`config.mk`:
```
export PLATFORM = sky130hd
export DESIGN_NAME = button_repeat_conditioner
export DESIGN_NICKNAME = d
export VERILOG_FILES = /design/src/rtl/button_repeat_conditioner.sv
export SDC_FILE = /design/constraint.sdc
export NUM_CORES = 1
export LEC_CHECK = 0
export ABC_CLOCK_PERIOD_IN_PS = 5220
export BUFFER_PORTS_ARGS = -buffer_cell sky130_fd_sc_hd__buf_2
export CAP_MARGIN = 20
export CELL_PAD_IN_SITES_DETAIL_PLACEMENT = 0
export CELL_PAD_IN_SITES_GLOBAL_PLACEMENT = 1
export CORE_UTILIZATION = 52
export DETAILED_ROUTE_END_ITERATION = 7
export PLACE_DENSITY_LB_ADDON = 0.1
export SETUP_SLACK_MARGIN = 0.3
export SLEW_MARGIN = 20
export SYNTH_ARGS = -nofsm -noshare
export SYNTH_HDL_FRONTEND = slang
export SYNTH_SLANG_ARGS = --single-unit
```
`constraint.sdc`:
```
create_clock -name clk200Hz -period 5.22 [get_ports clk200Hz]
set_input_delay 1.305 -clock clk200Hz [delete_from_list [all_inputs] [get_ports clk200Hz]]
set_output_delay 1.305 -clock clk200Hz [all_outputs]
set_load 0.02 [all_outputs]
```
`src/rtl/button_repeat_conditioner.sv`:
```
// Push-button conditioner for the clock/alarm mode FSM.
// Each raw button is synchronised, debounced, turned into a press pulse and,
// for the adjust buttons, auto-repeated while held. One command per cycle.
module button_repeat_conditioner #(
    parameter int         DEBOUNCE_TICKS = 4,
    parameter int         HOLD_TICKS     = 100,
    parameter int         REPEAT_TICKS   = 40,
    parameter logic [4:0] REPEAT_MASK    = 5'b11000
) (
    input  logic       clk200Hz,
    input  logic       rst,
    input  logic [4:0] btn_raw,
    output logic [4:0] btn_pulse,
    output logic [4:0] btn_level,
    output logic       any_pulse
);

    localparam int         NBTN      = 5;
    localparam logic [7:0] DEB_LAST  = 8'(DEBOUNCE_TICKS - 1);
    localparam logic [7:0] HOLD_LAST = 8'(HOLD_TICKS - 1);
    localparam logic [7:0] REP_LAST  = 8'(REPEAT_TICKS - 1);

    typedef enum logic [1:0] {
        IDLE   = 2'd0,
        HOLD   = 2'd1,
        REPEAT = 2'd2
    } state_t;

    logic [4:0] sync_p0;
    logic [4:0] sync_p1;
    logic [7:0] dcnt      [NBTN];
    state_t     state     [NBTN];
    state_t     state_nxt [NBTN];
    logic [7:0] rcnt      [NBTN];
    logic [7:0] rcnt_nxt  [NBTN];
    logic [4:0] req;
    logic [4:0] grant;

    // Two-flop synchroniser for the asynchronous button pins
    always_ff @(posedge clk200Hz or posedge rst) begin
        if (rst) begin
            sync_p0 <= '0;
            sync_p1 <= '0;
        end else begin
            sync_p0 <= btn_raw;
            sync_p1 <= sync_p0;
        end
    end

    // Debounce: a new level is accepted only after it persists DEBOUNCE_TICKS cycles
    always_ff @(posedge clk200Hz or posedge rst) begin
        if (rst) begin
            btn_level <= '0;
            for (int i = 0; i < NBTN; i++) dcnt[i] <= '0;
        end else begin
            for (int i = 0; i < NBTN; i++) begin
                if (sync_p1[i] == btn_level[i]) begin
                    dcnt[i] <= '0;
                end else if (dcnt[i] == DEB_LAST) begin
                    btn_level[i] <= ~btn_level[i];
                    dcnt[i]      <= '0;
                end else begin
                    dcnt[i] <= dcnt[i] + 8'd1;
                end
            end
        end
    end

    // Per-button FSM state and hold/repeat counter registers
    always_ff @(posedge clk200Hz or posedge rst) begin
        if (rst) begin
            for (int i = 0; i < NBTN; i++) begin
                state[i] <= IDLE;
                rcnt[i]  <= '0;
            end
        end else begin
            for (int i = 0; i < NBTN; i++) begin
                state[i] <= state_nxt[i];
                rcnt[i]  <= rcnt_nxt[i];
            end
        end
    end

    // Next-state: release always wins; non-repeating buttons park their counter
    always_comb begin
        for (int i = 0; i < NBTN; i++) begin
            state_nxt[i] = state[i];
            rcnt_nxt[i]  = rcnt[i];
            case (state[i])
                IDLE: begin
                    if (btn_level[i]) begin
                        state_nxt[i] = HOLD;
                        rcnt_nxt[i]  = '0;
                    end
                end
                HOLD: begin
                    if (!btn_level[i]) begin
                        state_nxt[i] = IDLE;
                        rcnt_nxt[i]  = '0;
                    end else if (REPEAT_MASK[i]) begin
                        if (rcnt[i] == HOLD_LAST) begin
                            state_nxt[i] = REPEAT;
                            rcnt_nxt[i]  = '0;
                        end else begin
                            rcnt_nxt[i] = rcnt[i] + 8'd1;
                        end
                    end else if (rcnt[i] != HOLD_LAST) begin
                        rcnt_nxt[i] = rcnt[i] + 8'd1;
                    end
                end
                REPEAT: begin
                    if (!btn_level[i]) begin
                        state_nxt[i] = IDLE;
                        rcnt_nxt[i]  = '0;
                    end else if (rcnt[i] == REP_LAST) begin
                        rcnt_nxt[i] = '0;
                    end else begin
                        rcnt_nxt[i] = rcnt[i] + 8'd1;
                    end
                end
                default: begin
                    state_nxt[i] = IDLE;
                    rcnt_nxt[i]  = '0;
                end
            endcase
        end
    end

    // Pulse requests: on the accepted press and whenever a threshold is reached
    always_comb begin
        req = '0;
        for (int i = 0; i < NBTN; i++) begin
            case (state[i])
                IDLE:    req[i] = btn_level[i];
                HOLD:    req[i] = btn_level[i] && REPEAT_MASK[i] && (rcnt[i] == HOLD_LAST);
                REPEAT:  req[i] = btn_level[i] && (rcnt[i] == REP_LAST);
                default: req[i] = 1'b0;
            endcase
        end
    end

    // Lowest index wins (C>R>L>U>D); losing requests are simply dropped
    assign grant = req & (~req + 5'd1);

    // Registered command outputs
    always_ff @(posedge clk200Hz or posedge rst) begin
        if (rst) begin
            btn_pulse <= '0;
            any_pulse <= 1'b0;
        end else begin
            btn_pulse <= grant;
            any_pulse <= |req;
        end
    end

endmodule

```
* Word-level counts from Yosys, hierarchy flattened *
Index checks and enable logic that the tools add are counted.

cells by class
  reduce and logical (&&, ||, !) cells = 29
  shift-type cells = 0
  bitwise logic cells = 12
  divide/modulo/power cells = 0
  $mul = 0
  $lt $le $gt $ge = 0
  eq/ne operators = 45
  add/subtract/negate cells = 11
  mux-type cells = 64

operators with widths
  cell                                                                      number
  8-bit 2-to-1 mux                                                          35
  8-bit case mux with 3 select lines                                        5
  8-bit by 1-bit adder with 8-bit output (second input constant)            10
  8-bit by 2-bit equality test with 1-bit output (second input constant)    5
  8-bit by 6-bit equality test with 1-bit output (second input constant)    5
  2-bit 2-to-1 mux                                                          14
  8-bit by 7-bit inequality test with 1-bit output (second input constant)  3
  2-bit AND reduction                                                       11
  2-bit inequality test (second input constant)                             10
  8-bit by 7-bit equality test with 1-bit output (second input constant)    2
  3-bit inequality test (second input constant)                             5
  2-bit case mux with 2 select lines                                        3
  2-bit case mux with 3 select lines                                        2
  2-bit by 1-bit equality test with 1-bit output (second input constant)    5
  2-bit equality test (second input constant)                               5
  2-bit zero test                                                           5
  1-bit inverter                                                            10
  1-bit logical AND                                                         7
  1-bit case mux with 2 select lines                                        3
  1-bit case mux with 3 select lines                                        2
  3-bit AND reduction                                                       2
  2-bit OR reduction                                                        3
  5-bit by 1-bit adder with 5-bit output (second input constant)            1
  5-bit bitwise AND                                                         1
  3 further kinds                                                           7

word-level totals
  memories kept = 0
  latch bits = 0
  flip-flop bits (word level) = 111
  bits in read-only memories = 0
  input port bits = 7
  output and inout port bits = 11
  RAM bits = 0

* Longest topological paths before layout *
Gate-level depths: netlist (run 1).

  depth in word-level cells = 6
  gate-level depth with buffers = 7

* Worst setup path after synthesis (run 1) *
No wires, ideal clock.

  path type = reg2reg
  from = reg dcnt[32] (netlist bit)
  to = reg btn_level[0]
  slack = 3.336 ns
  stages on the path, launching flop included = 5
  arrival = 1.757 ns
  setup time = 0.128 ns
  cell sequence = dfrtp_1 -> ha_1 -> or4b_1 -> or4_1 -> mux2_1

between the ends
  word-level cells in the longest chain between the ends = 2

ends and longest elaborated chain
  what                                            RTL line  source
  from (decl)                                     31        logic [7:0] dcnt [NBTN];
  from (signal, indexed assignment)               63        dcnt[i] <= dcnt[i] + 8'd1;
  8-bit by 2-bit equality test with 1-bit output  59        end else if (dcnt[i] == DEB_LAST) begin
  2-bit AND reduction (no line)                   -
  to (signal, indexed assignment)                 60        btn_level[i] <= ~btn_level[i];
  to (decl)                                       14        output logic [4:0] btn_level,

No other way between the ends.
A chain may end at the register's enable or synchronous reset.

* Worst setup path after layout (run 1) *
  from = reg btn_level[4]
  to = out btn_level[4]

No word-level cell between the ends.

==> results of run 1 <==
## worst max-delay path by stage
stage | slack [ns] | end | cells past startpoint
after global placement | 2.73 | btn_pulse[3] | 3
after CTS | 2.76 | btn_level[4] | 1
after detailed placement | 2.72 | dcnt[15] | 3
after global routing | 2.71 | btn_level[4] | 1
after floorplan | 1.75 | any_pulse | 1
final | 2.77 | btn_level[4] | 1
## Yosys cell counts, types with 2 or more instances
master,instances
o211ai_1,7
nor4b_1,6
nand2_1,33
and3_1,14
nor3b_1,4
a211oi_1,2
clkbuf_1,6
nor2b_1,5
o21ai_0,3
nand3b_1,5
nand3_1,31
nor2_1,44
xor2_1,30
mux2_2,5
dfrtp_1,84
ha_1,19
nor3_1,9
mux2i_1,2
inv_1,11
nand2b_1,2
or3b_1,2
a21oi_1,9
xnor2_1,12
nor4_1,2
o21ai_1,10
## logic make-up (layout without fill, tap and decap cells)
logic type / count (synthesis) / count (layout)
AO/OA/AOI/OAI: 39 / 39
XOR/XNOR: 42 / 42
adder cells (fa/ha/maj): 19 / 19
buffers and inverters: 18 / 45
flip-flops: 84 / 84
multiplexers: 8 / 8
AND/OR/NAND/NOR: 167 / 167
## per-layer routing
layer | part of all wire (%) | track usage (%) | vias up
li1 | - | - | 1348
met4 | 1.1 | 4.76 | 0
met3 | 2.5 | 6.37 | 4
met2 | 47 | 30.0 | 31
met1 | 50 | 25.2 | 1300
met5 | 0 | 0 | -
## report_power, final
part | leakage (nW) | internal [mW] | switching (mW)
clock network | 0.0999 | 0.236 | 0.228
logic | 0.777 | 0.229 | 0.361
registers | 1.11 | 0.769 | 0.123
## final cells by class
class	instances	area (µm²)	share of cell area, %
Sequential cell	84	2100	48.1
Tap cell	99	124	2.83
Clock buffer	11	141	3.23
Multi-Input combinational cell	275	1810	41.4
Inverter	11	42.5	0.973
Clock inverter	5	60.1	1.37
Timing Repair Buffer	18	92.6	2.12
## registers in the layout (all words and copies together) (netlist names)
name       cells
any_pulse      1
sync_p0        5
btn_pulse      5
sync_p1        5
state          7
btn_level      5
rcnt          16
dcnt          40
## per-stage QoR
step / std cells / setup slack (ns)
after floorplan: 377 / 1.75
after CTS: 503 / 2.76
after global routing: 503 / 2.71
after detailed placement: 487 / 2.72
final: 503 / 2.77
after global placement: 487 / 2.73
==> metrics.md, run 1 <==
| Metric | Value |
|---|---|
| Die span in y | between 80 and 90 µm |
| PostCTS Resize Cnt | 0 |
| Post-CTS Setup Bufs | 0 |
| Avg Inst Size Synth | 10.6 µm² |
| Largest stage delay on the critical path | between 0.5 and 0.6 ns |
| EDFF count, synth | 0 |
| All-Layer GR Usage | 19.0% |
| Post-Route Utilization | around three fifths |
| Drt initial violations | between 90 and 100 |
| Hold path depth | 0 |
| RSZ-0062 raised after global routing | false |
| Post-Synth Adder-Cell Area | 5.96% |
| Startpoint Class | flip-flop |
| Yosys top cell by area | dfrtp_1 |
| Wire length per cell | 13.2 µm |
| Die area | 8020 µm² |
| Placed Area | approximately 4200 µm² |
| GP Congestion | 0.814 |
| Core area | between 7000 and 8000 µm² |
| Remaining DRCs | 0 |
| Hold Startpoint | sync_p0[0] |
| Relative slew slack | 47.3% |
| Initial antenna violation count | 0 |
| Minimum clock period | 2.45 ns |
| Hold WS | around 0.35 ns |
| Area fraction in compound gates after synthesis | 6.43% |
| Io pins | 18 |
| CTS buffer count | 9 |
| Clock Skew | 0.00705 ns |
| Share of cells above drive strength 1 | 10.6% |
| Status | completed |
| Vias in the first global route | 2,511 |
| Largest family of logic cells by synthesized area | simple AND/OR/NAND/NOR gates |
| Nets | 425 |
| Asr flop ratio synth | 100% |
| Syn Nets | 403 |
| Maximum clock frequency | 409 MHz |
| Design Power | about 1.9 mW |
| CTS Sinks | 84 |
| Setup_tns | 0 ns |
| Final setup viols | 0 |
| Vias per cell | around 5.3 |
| Maximum VDD drop | roughly 0.22 mV |
| Commonest non-fill, non-tap cells in the layout | dfrtp_1, nor2_1, nand2_1 |
| Post-synthesis xor/xnor area fraction | 9.23% |
| Antenna diode instance count | 0 |
| I/O Buffers | 17 |
| Crit path DAT | 1.14 ns |
| CP delay by family, top | flip-flops |
| Area grow syn2layout | 9.67% |
| Synth cell types | 45 |
| Placed wire-length estimate | 4.50 mm |
| Setup Crit Path Kind | reg -> out |
| Die X | 89.6 µm |
| Hold Path End | sync_p1[0] |
| Fin. max-slew vios | 0 |
| FILL cells | 625 |
| Final Instance Area | 4370 µm² |
| Global-route wire length before repair | 11.5 mm |
| Vias | 2,683 |
| Max-cap violations | 0 |
| Starting density of the core | 54.4% |
| R2R Path End | rcnt[3] |
| Critical path capture point type | output port |
| Clock Latency Late Sink | ~0.34 ns |
| RR Startpoint | rcnt[0] |
| CTS tree | built |
| Critical Path Source | btn_level[4] |
| Synth Warn # | 0 |
| Clock-pin slew on the worst setup and hold paths | 0.08 ns |
| Setup slack, reg-to-reg | 3.15 ns |
| Post-CTS Hold Fix Bufs | 0 |
| Top-area cell type share of the netlist area | 52.7% |
| TritonRoute pass-1 iters | 4 |
| WP buf/inv | 1 |
| H-tree levels | 3 |
| Post-synthesis mux area share | between 2 and 2.5% |
| Final Hold Fails | 0 |
| Simple-gate share of the synthesized area | 21.6% |
| Total congestion overflow | 0 |
| Mapped cell area | 3990 µm² |
| Critical Path RT | 3.91 ns |
| Synth top area cells | dfrtp_1, xor2_1, ha_1 |
| Crit path cell chain | buf_2 |
| Fin crit share | 46.9% |
| Site Rows | 31 |
| Root Driver | clkbuf_8 |
| Min-Delay Path Class | reg -> reg |
| Pwr/cell area | 445 nW/µm² |
| Post-synthesis cell count | 377 |
| Cells on worst reg2reg path | 5 |
| Commonest non-fill, non-tap cell in the layout | dfrtp_1 |
| Largest net degree at the start of global routing | 44 |
| Critical-path maximum fanout | 13 |
| Register bit total from synthesis | 84 |
| Worst slew pin tran | 0.788 ns |
| Final ANT Viol Nets | 0 |
| LEAKAGE | 1.99 nW |
| Sequential area share after synthesis | 52.7% |
| Detailed Route WL | 6.65 mm |
| Main flop type after synthesis | dfrtp_1 |
| CTS Buffer Depth | 2 |
| CP max-delay cell | dfrtp_1 |
No activity file was read; power rests on OpenSTA's default activity.
==> inputs of run 2 (changes only) <==
--- a/config.mk
+++ b/config.mk
@@ -5,12 +5,12 @@
 export SDC_FILE = /design/constraint.sdc
 export NUM_CORES = 1
 export LEC_CHECK = 0
-export ABC_CLOCK_PERIOD_IN_PS = 5220
+export ABC_CLOCK_PERIOD_IN_PS = 2400
 export BUFFER_PORTS_ARGS = -buffer_cell sky130_fd_sc_hd__buf_2
 export CAP_MARGIN = 20
 export CELL_PAD_IN_SITES_DETAIL_PLACEMENT = 0
 export CELL_PAD_IN_SITES_GLOBAL_PLACEMENT = 1
-export CORE_UTILIZATION = 52
+export CORE_UTILIZATION = 49
 export DETAILED_ROUTE_END_ITERATION = 7
 export PLACE_DENSITY_LB_ADDON = 0.1
 export SETUP_SLACK_MARGIN = 0.3
==> constraint.sdc (replaced) <==
create_clock -name clk200Hz -period 2.4 [get_ports clk200Hz]
set_input_delay 0.6 -clock clk200Hz [delete_from_list [all_inputs] [get_ports clk200Hz]]
set_output_delay 0.6 -clock clk200Hz [all_outputs]
set_load 0.02 [all_outputs]
==> run 2 against run 1 <==
Net effect:
- routed wire length increased by 0.41%
- die area increased by 6.0%
- sequential power increased by 120%
- core utilization decreased by 3.0 points
- critical path depth increased by 3
- sequential share of layout area decreased by 0.50 points
- largest cell class unchanged
- highest routed layer unchanged
==> metrics.md, run 2 (synthesized netlist as in run 1, its figures left out) <==
| Metric | Value |
|---|---|
| RSZ-0062 raised after global routing | false |
| Largest net degree at the start of global routing | 34 (-23%) |
| CTS tree | built |
| Startpoint Class | flip-flop |
| Crit path DAT | 2.23 ns (+1.09 ns) |
| Die area | 8500 µm² (+6.0%) |
| Hold WS | 0.327 ns (-0.0276 ns) |
| Cells on worst reg2reg path | 4 (-1) |
| Maximum VDD drop | 0.439 mV (+100%) |
| Commonest non-fill, non-tap cell in the layout | dfrtp_1 |
| CTS Buffer Depth | 2 (unchanged) |
| Fin crit share | 83.3% |
| Starting density of the core | 51.1% (-3.3 points) |
| Setup_tns | 0 ns (unchanged) |
| Fin. max-slew vios | 0 (unchanged) |
| Antenna diode instance count | 0 (unchanged) |
| Clock Latency Late Sink | 0.35 ns (about the same) |
| LEAKAGE | 2.00 nW (+0.41%) |
| Maximum clock frequency | 500 MHz |
| Post-CTS Setup Bufs | 0 (unchanged) |
| Vias per cell | 5.24 (-1.8%) |
| GP Congestion | 0.794 (-2.5%) |
| Post-Route Utilization | 56.6% (-3.0 points) |
| Multi-input logic area | 1810 µm² (+0.21%) |
| Core area | 7810 µm² (+6.5%) |
| All-Layer GR Usage | 18.0% (-0.98 points) |
| Detailed Route WL | 6.67 mm (+0.41%) |
| Fin cells | 508 (+0.99%) |
| Register area | 2100 µm² (unchanged) |
| Vias | 2,660 (-0.86%) |
| H-tree levels | 3 (unchanged) |
| Top flop regs | dcnt x40, rcnt x16, state x7 |
| Wire length per cell | 13.1 µm (-0.58%) |
| Share of cells above drive strength 1 | 11.6% (+0.93 points) |
| Io pins | 18 (unchanged) |
| Placed cells | 493 (+1.2%) |
| Minimum clock period | 2.00 ns |
| Final Hold Fails | 0 (unchanged) |
| Setup slack, reg-to-reg | 0.40 ns (-2.75 ns) |
| Critical path capture point type | flip-flop |
| Clock Skew | 0.0139 ns (+0.00681 ns) |
| I/O Buffers | 17 (unchanged) |
| Nets | 428 (+0.71%) |
| Final ANT Viol Nets | 0 (unchanged) |
| Global-route wire length before repair | 12.1 mm (+5.5%) |
| Max-cap violations | 0 (unchanged) |
| Drt initial violations | 75 (-19%) |
| Setup Crit Path Kind | reg -> reg |
| CTS buffer count | 9 (unchanged) |
| Critical Path RT | 2.63 ns (-1.28 ns) |
| Root Driver | clkbuf_8 |
| Die span in y | 92.2 µm (+2.9%) |
| Remaining DRCs | 0 (unchanged) |
| Top reg by flops | dcnt |
| Crit path to | btn_level[0] |
| Critical-path maximum fanout | 5 (-8) |
| Final setup viols | 0 (unchanged) |
| Status | completed |
| Dpl ws | 0.403 ns (-2.32 ns) |
| CTS Sinks | 84 (unchanged) |
| Crit path cell chain | ha_1 -> or4b_1 -> or4_1 -> mux2_1 |
| PnR worst setup slack | 0.401 ns (-2.37 ns) |
| Die X | 92.2 µm (+2.9%) |
| Commonest non-fill, non-tap cells in the layout | dfrtp_1, nor2_1, nand2_1 |
| Critical Path Source | dcnt[32] |
| RR Startpoint | dcnt[32] |
| Worst slew pin tran | 0.636 ns (-0.153 ns) |
| CP max-delay cell | or4_1 |
| Pwr/cell area | 959 nW/µm² (+120%) |
| Placed Area | 4220 µm² (+1.3%) |
| Initial antenna violation count | 0 (unchanged) |
| Site Rows | 32 (+3.2%) |
| Min-Delay Path Class | in -> async |
| R2R Path End | btn_level[0] |
| Clock-pin slew on the worst setup and hold paths | 0.09 ns (about the same) |
| Area grow syn2layout | 10.8% |
| FILL cells | 694 (+11%) |
| Max FFs per register | 40 (unchanged) |
| Vias in the first global route | 2,645 (+5.3%) |
| Relative slew slack | 57.5% (+10 points) |
| Final Instance Area | 4420 µm² (+1.1%) |
| TritonRoute pass-1 iters | 4 (unchanged) |
| Largest stage delay on the critical path | 0.47 ns (-0.09 ns) |
| Placed wire-length estimate | 4.60 mm (+2.3%) |
| Total congestion overflow | 0 (unchanged) |
| Design Power | 4.23 mW (+120%) |
## run 2: cell types whose count changed in the layout (fill, tap and decap cells not counted)
| cell | change |
|---|---|
| buf_12 | +2 |
| buf_4 | +1 |
| clkbuf_1 | -1 |
| clkbuf_8 | -1 |
| clkinv_2 | -1 |
| clkinvlp_4 | +3 |
| inv_6 | -1 |
| o21ai_1 | -1 |
| o21ai_2 | +1 |
## run 2: how the worst min path moves through the flow
stage                     slack [ns]           end       start
after floorplan                 0.33    sync_p1[0]  sync_p0[0]
final                           0.33  btn_level[4]         rst
after CTS                       0.34    sync_p0[0]  btn_raw[0]
after global routing            0.34    sync_p0[1]  btn_raw[1]
after global placement          0.33    sync_p1[4]  sync_p0[4]
after detailed placement        0.33    sync_p1[4]  sync_p0[4]
## run 2: worst max-delay path, delay by kind of cell, from the launching register on
kind	cells	cell delay (ns)
adders and majority gates	1	0.25
DFF	1	0.40
muxes	1	0.34
and+or+nand+nor	2	0.90
## run 2: repair_timing
item / 4_1_cts / 5_1_grt
resized for setup: 0 / 1
hold buffers: 0 / 0
endpoints found under the setup margin: 0 / 6
## run 2: report_power, final
part	switching, mW	internal [mW]	leakage [nW]
clock	0.501	0.475	0.0873
combinational	0.790	0.531	0.798
sequential	0.265	1.67	1.11
## run 2: area by class of cell
| class | count | area share (%) |
|---|---|---|
| Tap cell | 102 | 2.89 |
| Clock buffer | 9 | 2.80 |
| Sequential cell | 84 | 47.6 |
| Timing Repair Buffer | 21 | 3.17 |
| Multi-Input combinational cell | 275 | 41.0 |
| Clock inverter | 6 | 1.50 |
| Inverter | 11 | 1.02 |
## run 2: layer usage
metal	up-vias	track usage, %	part of all wire (%)
li1	1348	-	-
met1	1277	24.0	51
met2	28	28.9	46
met3	7	4.56	2.7
met4	0	5.60	1.1
met5	-	0	0
==> inputs of run 3 (changes only) <==
--- a/config.mk
+++ b/config.mk
@@ -5,12 +5,13 @@
 export SDC_FILE = /design/constraint.sdc
 export NUM_CORES = 1
 export LEC_CHECK = 0
-export ABC_CLOCK_PERIOD_IN_PS = 2400
+export ABC_AREA = 1
+export ABC_CLOCK_PERIOD_IN_PS = 1900
 export BUFFER_PORTS_ARGS = -buffer_cell sky130_fd_sc_hd__buf_2
 export CAP_MARGIN = 20
 export CELL_PAD_IN_SITES_DETAIL_PLACEMENT = 0
 export CELL_PAD_IN_SITES_GLOBAL_PLACEMENT = 1
-export CORE_UTILIZATION = 49
+export CORE_UTILIZATION = 47
 export DETAILED_ROUTE_END_ITERATION = 7
 export PLACE_DENSITY_LB_ADDON = 0.1
 export SETUP_SLACK_MARGIN = 0.3
==> constraint.sdc (replaced) <==
create_clock -name clk200Hz -period 1.9 [get_ports clk200Hz]
set_input_delay 0.475 -clock clk200Hz [delete_from_list [all_inputs] [get_ports clk200Hz]]
set_output_delay 0.475 -clock clk200Hz [all_outputs]
set_load 0.02 [all_outputs]
==> run 3 against run 2 <==
Net effect:
- worst hold slack worse by 0.18 ns
- final area up 0.34%
- sequential power up 24%
- core utilization down 0.38 points
- critical endpoint is now btn_level[4]
- largest cell class unchanged
- first-iteration DRC count up 49%
- combinational power up 44%
- count of clock-buffer cells in the layout up 3
==> metrics.md, run 3 <==
| Metric | Value |
|---|---|
| Vias per cell | 4.77 (-8.9%) |
| Dpl ws | 0.341 ns (-0.0619 ns) |
| Placed wire-length estimate | 4.67 mm (+1.6%) |
| WP buf/inv | 1 (+1) |
| Largest stage delay on the critical path | 0.48 ns (about the same) |
| Detailed Route WL | 6.51 mm (-2.4%) |
| Commonest non-fill, non-tap cells in the layout | dfrtp_1, nor2_1, inv_1, nand2_1, nand3_1 |
| GP Congestion | 0.857 (+8.0%) |
| Most frequent cells after synthesis | dfrtp_1, nor2_1, inv_1, nand2_1, nand3_1 |
| Crit path cell chain | buf_2 |
| Maximum VDD drop | 0.596 mV (+36%) |
| Global-route wire length before repair | 11.8 mm (-2.2%) |
| Register bit total from synthesis | 84 (unchanged) |
| Critical-path maximum fanout | 9 (+4) |
| Die area | 8730 µm² (+2.7%) |
| Top-area cell type share of the netlist area | 53.5% (+0.76 points) |
| Synth Warn # | 0 (unchanged) |
| Antenna diode instance count | 0 (unchanged) |
| EDFF count, synth | 0 (unchanged) |
| Max FFs per register | 40 (unchanged) |
| All-Layer GR Usage | 17.3% (-0.64 points) |
| Setup Crit Path Kind | reg -> out |
| Area grow syn2layout | 12.8% |
| Critical Path RT | 1.42 ns (-1.21 ns) |
| Commonest non-fill, non-tap cell in the layout | dfrtp_1 |
| Root Driver | clkbuf_8 |
| Fin crit share | 79.2% |
| Remaining DRCs | 0 (unchanged) |
| Core area | 7890 µm² (+1.0%) |
| Syn Nets | 452 (+12%) |
| Final ANT Viol Nets | 0 (unchanged) |
| CP delay by family, top | flip-flops |
| TritonRoute pass-1 iters | 4 (unchanged) |
| Initial antenna violation count | 0 (unchanged) |
| Vias | 2,701 (+1.5%) |
| CTS Buffer Depth | 2 (unchanged) |
| Clock Skew | 0.00948 ns (-0.00438 ns) |
| CP max-delay cell | dfrtp_2 |
| Io pins | 18 (unchanged) |
| Drt initial violations | 112 (+49%) |
| Status | completed |
| Asr flop ratio synth | 100% (unchanged) |
| Startpoint Class | flip-flop |
| Crit path DAT | 1.03 ns (-1.20 ns) |
| Critical path capture point type | output port |
| Clock-pin slew on the worst setup and hold paths | 0.08 ns (about the same) |
| Maximum clock frequency | 664 MHz |
| Pwr/cell area | 1250 nW/µm² (+30%) |
| Setup_tns | 0 ns (unchanged) |
| Largest net degree at the start of global routing | 39 (+15%) |
| Nets | 485 (+13%) |
| Relative slew slack | 68.3% (+11 points) |
| Synth top area cells | dfrtp_1, nor2_1, inv_1 |
| Synth cell types | 28 (-38%) |
| Site Rows | 32 (unchanged) |
| Vias in the first global route | 2,773 (+4.8%) |
| Starting density of the core | 49.8% (-1.2 points) |
| Die span in y | 93.4 µm (+1.4%) |
| Top reg by flops | dcnt |
| CTS buffer count | 9 (unchanged) |
| LEAKAGE | 2.18 nW (+9.2%) |
| Main flop type after synthesis | dfrtp_1 |
| CTS Sinks | 84 (unchanged) |
| Cells on worst reg2reg path | 8 (+4) |
| Critical Path Source | btn_level[4] |
| Mapped cell area | 3930 µm² (-1.4%) |
| Minimum clock period | 1.51 ns |
| Hold WS | 0.143 ns (-0.184 ns) |
| Sequential area share after synthesis | 53.5% (+0.76 points) |
| Avg Inst Size Synth | 9.23 µm² (-13%) |
| PnR worst setup slack | 0.395 ns (-0.00679 ns) |
| Final setup viols | 0 (unchanged) |
| Min-Delay Path Class | in -> async |
| Top flop regs | dcnt x40, rcnt x16, state x7 |
| Final Hold Fails | 0 (unchanged) |
| Worst slew pin tran | 0.475 ns (-0.161 ns) |
| Design Power | 5.53 mW (+31%) |
| R2R Path End | rcnt[15] |
| Share of cells above drive strength 1 | 11.9% (+0.28 points) |
| Setup slack, reg-to-reg | 0.42 ns (+0.02 ns) |
| Total congestion overflow | 0 (unchanged) |
| Post-Route Utilization | 56.2% (-0.38 points) |
| Max-cap violations | 0 (unchanged) |
| RR Startpoint | state[3] |
| Wire length per cell | 11.5 µm (-12%) |
| RSZ-0062 raised after global routing | true |
| Die X | 93.4 µm (+1.4%) |
| H-tree levels | 3 (unchanged) |
| Yosys top cell by area | dfrtp_1 |
| I/O Buffers | 17 (unchanged) |
| Post-synthesis cell count | 426 (+13%) |
| Count leader, synth | dfrtp_1 |
| Fin. max-slew vios | 0 (unchanged) |
| CTS tree | built |
| Clock Latency Late Sink | 0.35 ns (about the same) |
[run 3: cell types whose count changed after synthesis, moves of 7 or more]
cell	previous run	this run
nor3b_1	4	15
xor2_1	30	21
o21ai_1	10	1
inv_1	11	64
o211ai_1	7	0
nand2_1	33	63
and3_1	14	0
nor3_1	9	2
nor2_1	44	67
[run 3: timing repair]
| action | 4_1_cts | 5_1_grt |
|---|---|---|
| endpoints found under the hold margin | 0 | 0 |
| gates resized for setup | 1 | 12 |
| hold buffers | 0 | 0 |
| setup endpoints to repair | 1 | 13 |
| buffers inserted | 0 | 3 |
| pin swaps | 0 | 1 |
[run 3: per-stage QoR]
stage	instance area (µm²)	std cells
4_1_cts	4370	563
5_1_grt	4430	566
6_report	4430	566
3_5_place_dp	4180	547
2_1_floorplan	3930	426
3_3_place_gp	4180	547
[run 3: cells by family after synthesis]
kind of cell,count (synthesis),synth area share [%]
buf+inv,67,6.59
simple gates,197,22.9
compound gates,28,4.04
fa+ha+maj,19,6.05
flops,84,53.5
xor+xnor,31,6.91
[run 3: layer usage]
| metal | wire length (µm) | share of wire [%] | GRT usage [%] | vias to the layer above |
|---|---|---|---|---|
| li1 | - | - | - | 1411 |
| met3 | 183 | 2.8 | 3.98 | 11 |
| met1 | 3180 | 49 | 21.9 | 1251 |
| met2 | 3030 | 47 | 28.3 | 28 |
| met5 | 0 | 0 | 0 | - |
| met4 | 117 | 1.8 | 7.95 | 0 |
[run 3: worst max-delay path by stage]
stage,end,cells past startpoint
2_1_floorplan,any_pulse,1
3_3_place_gp,rcnt[7],8
3_5_place_dp,rcnt[7],8
4_1_cts,btn_level[3],1
5_1_grt,state[0],8
6_report,btn_level[4],1
[run 3: final cells by class]
type	count	area (µm²)
fillers	701	3450
flip-flops and latches	84	2100
multi-input cells	275	1610
inverters	66	254
repair buffers	23	155
clock buffers	12	135
well taps	102	128
clock inverters	4	50.0
[run 3: power breakdown]
part           total (mW)  internal, mW  switching (mW)
Sequential           2.41          2.12           0.285
Combinational        1.90         0.707            1.19
Clock                1.22         0.607           0.615
[run 3: worst reg2reg max path: stages (launching register included)]
cell and delay [ns]:
dfrtp_1 0.41, inv_1 0.10, ha_1 0.18, inv_1 0.10, nor2_4 0.07, nor3_4 0.18, nand3_1 0.10, xor2_1 0.19
nor2_2 0.04
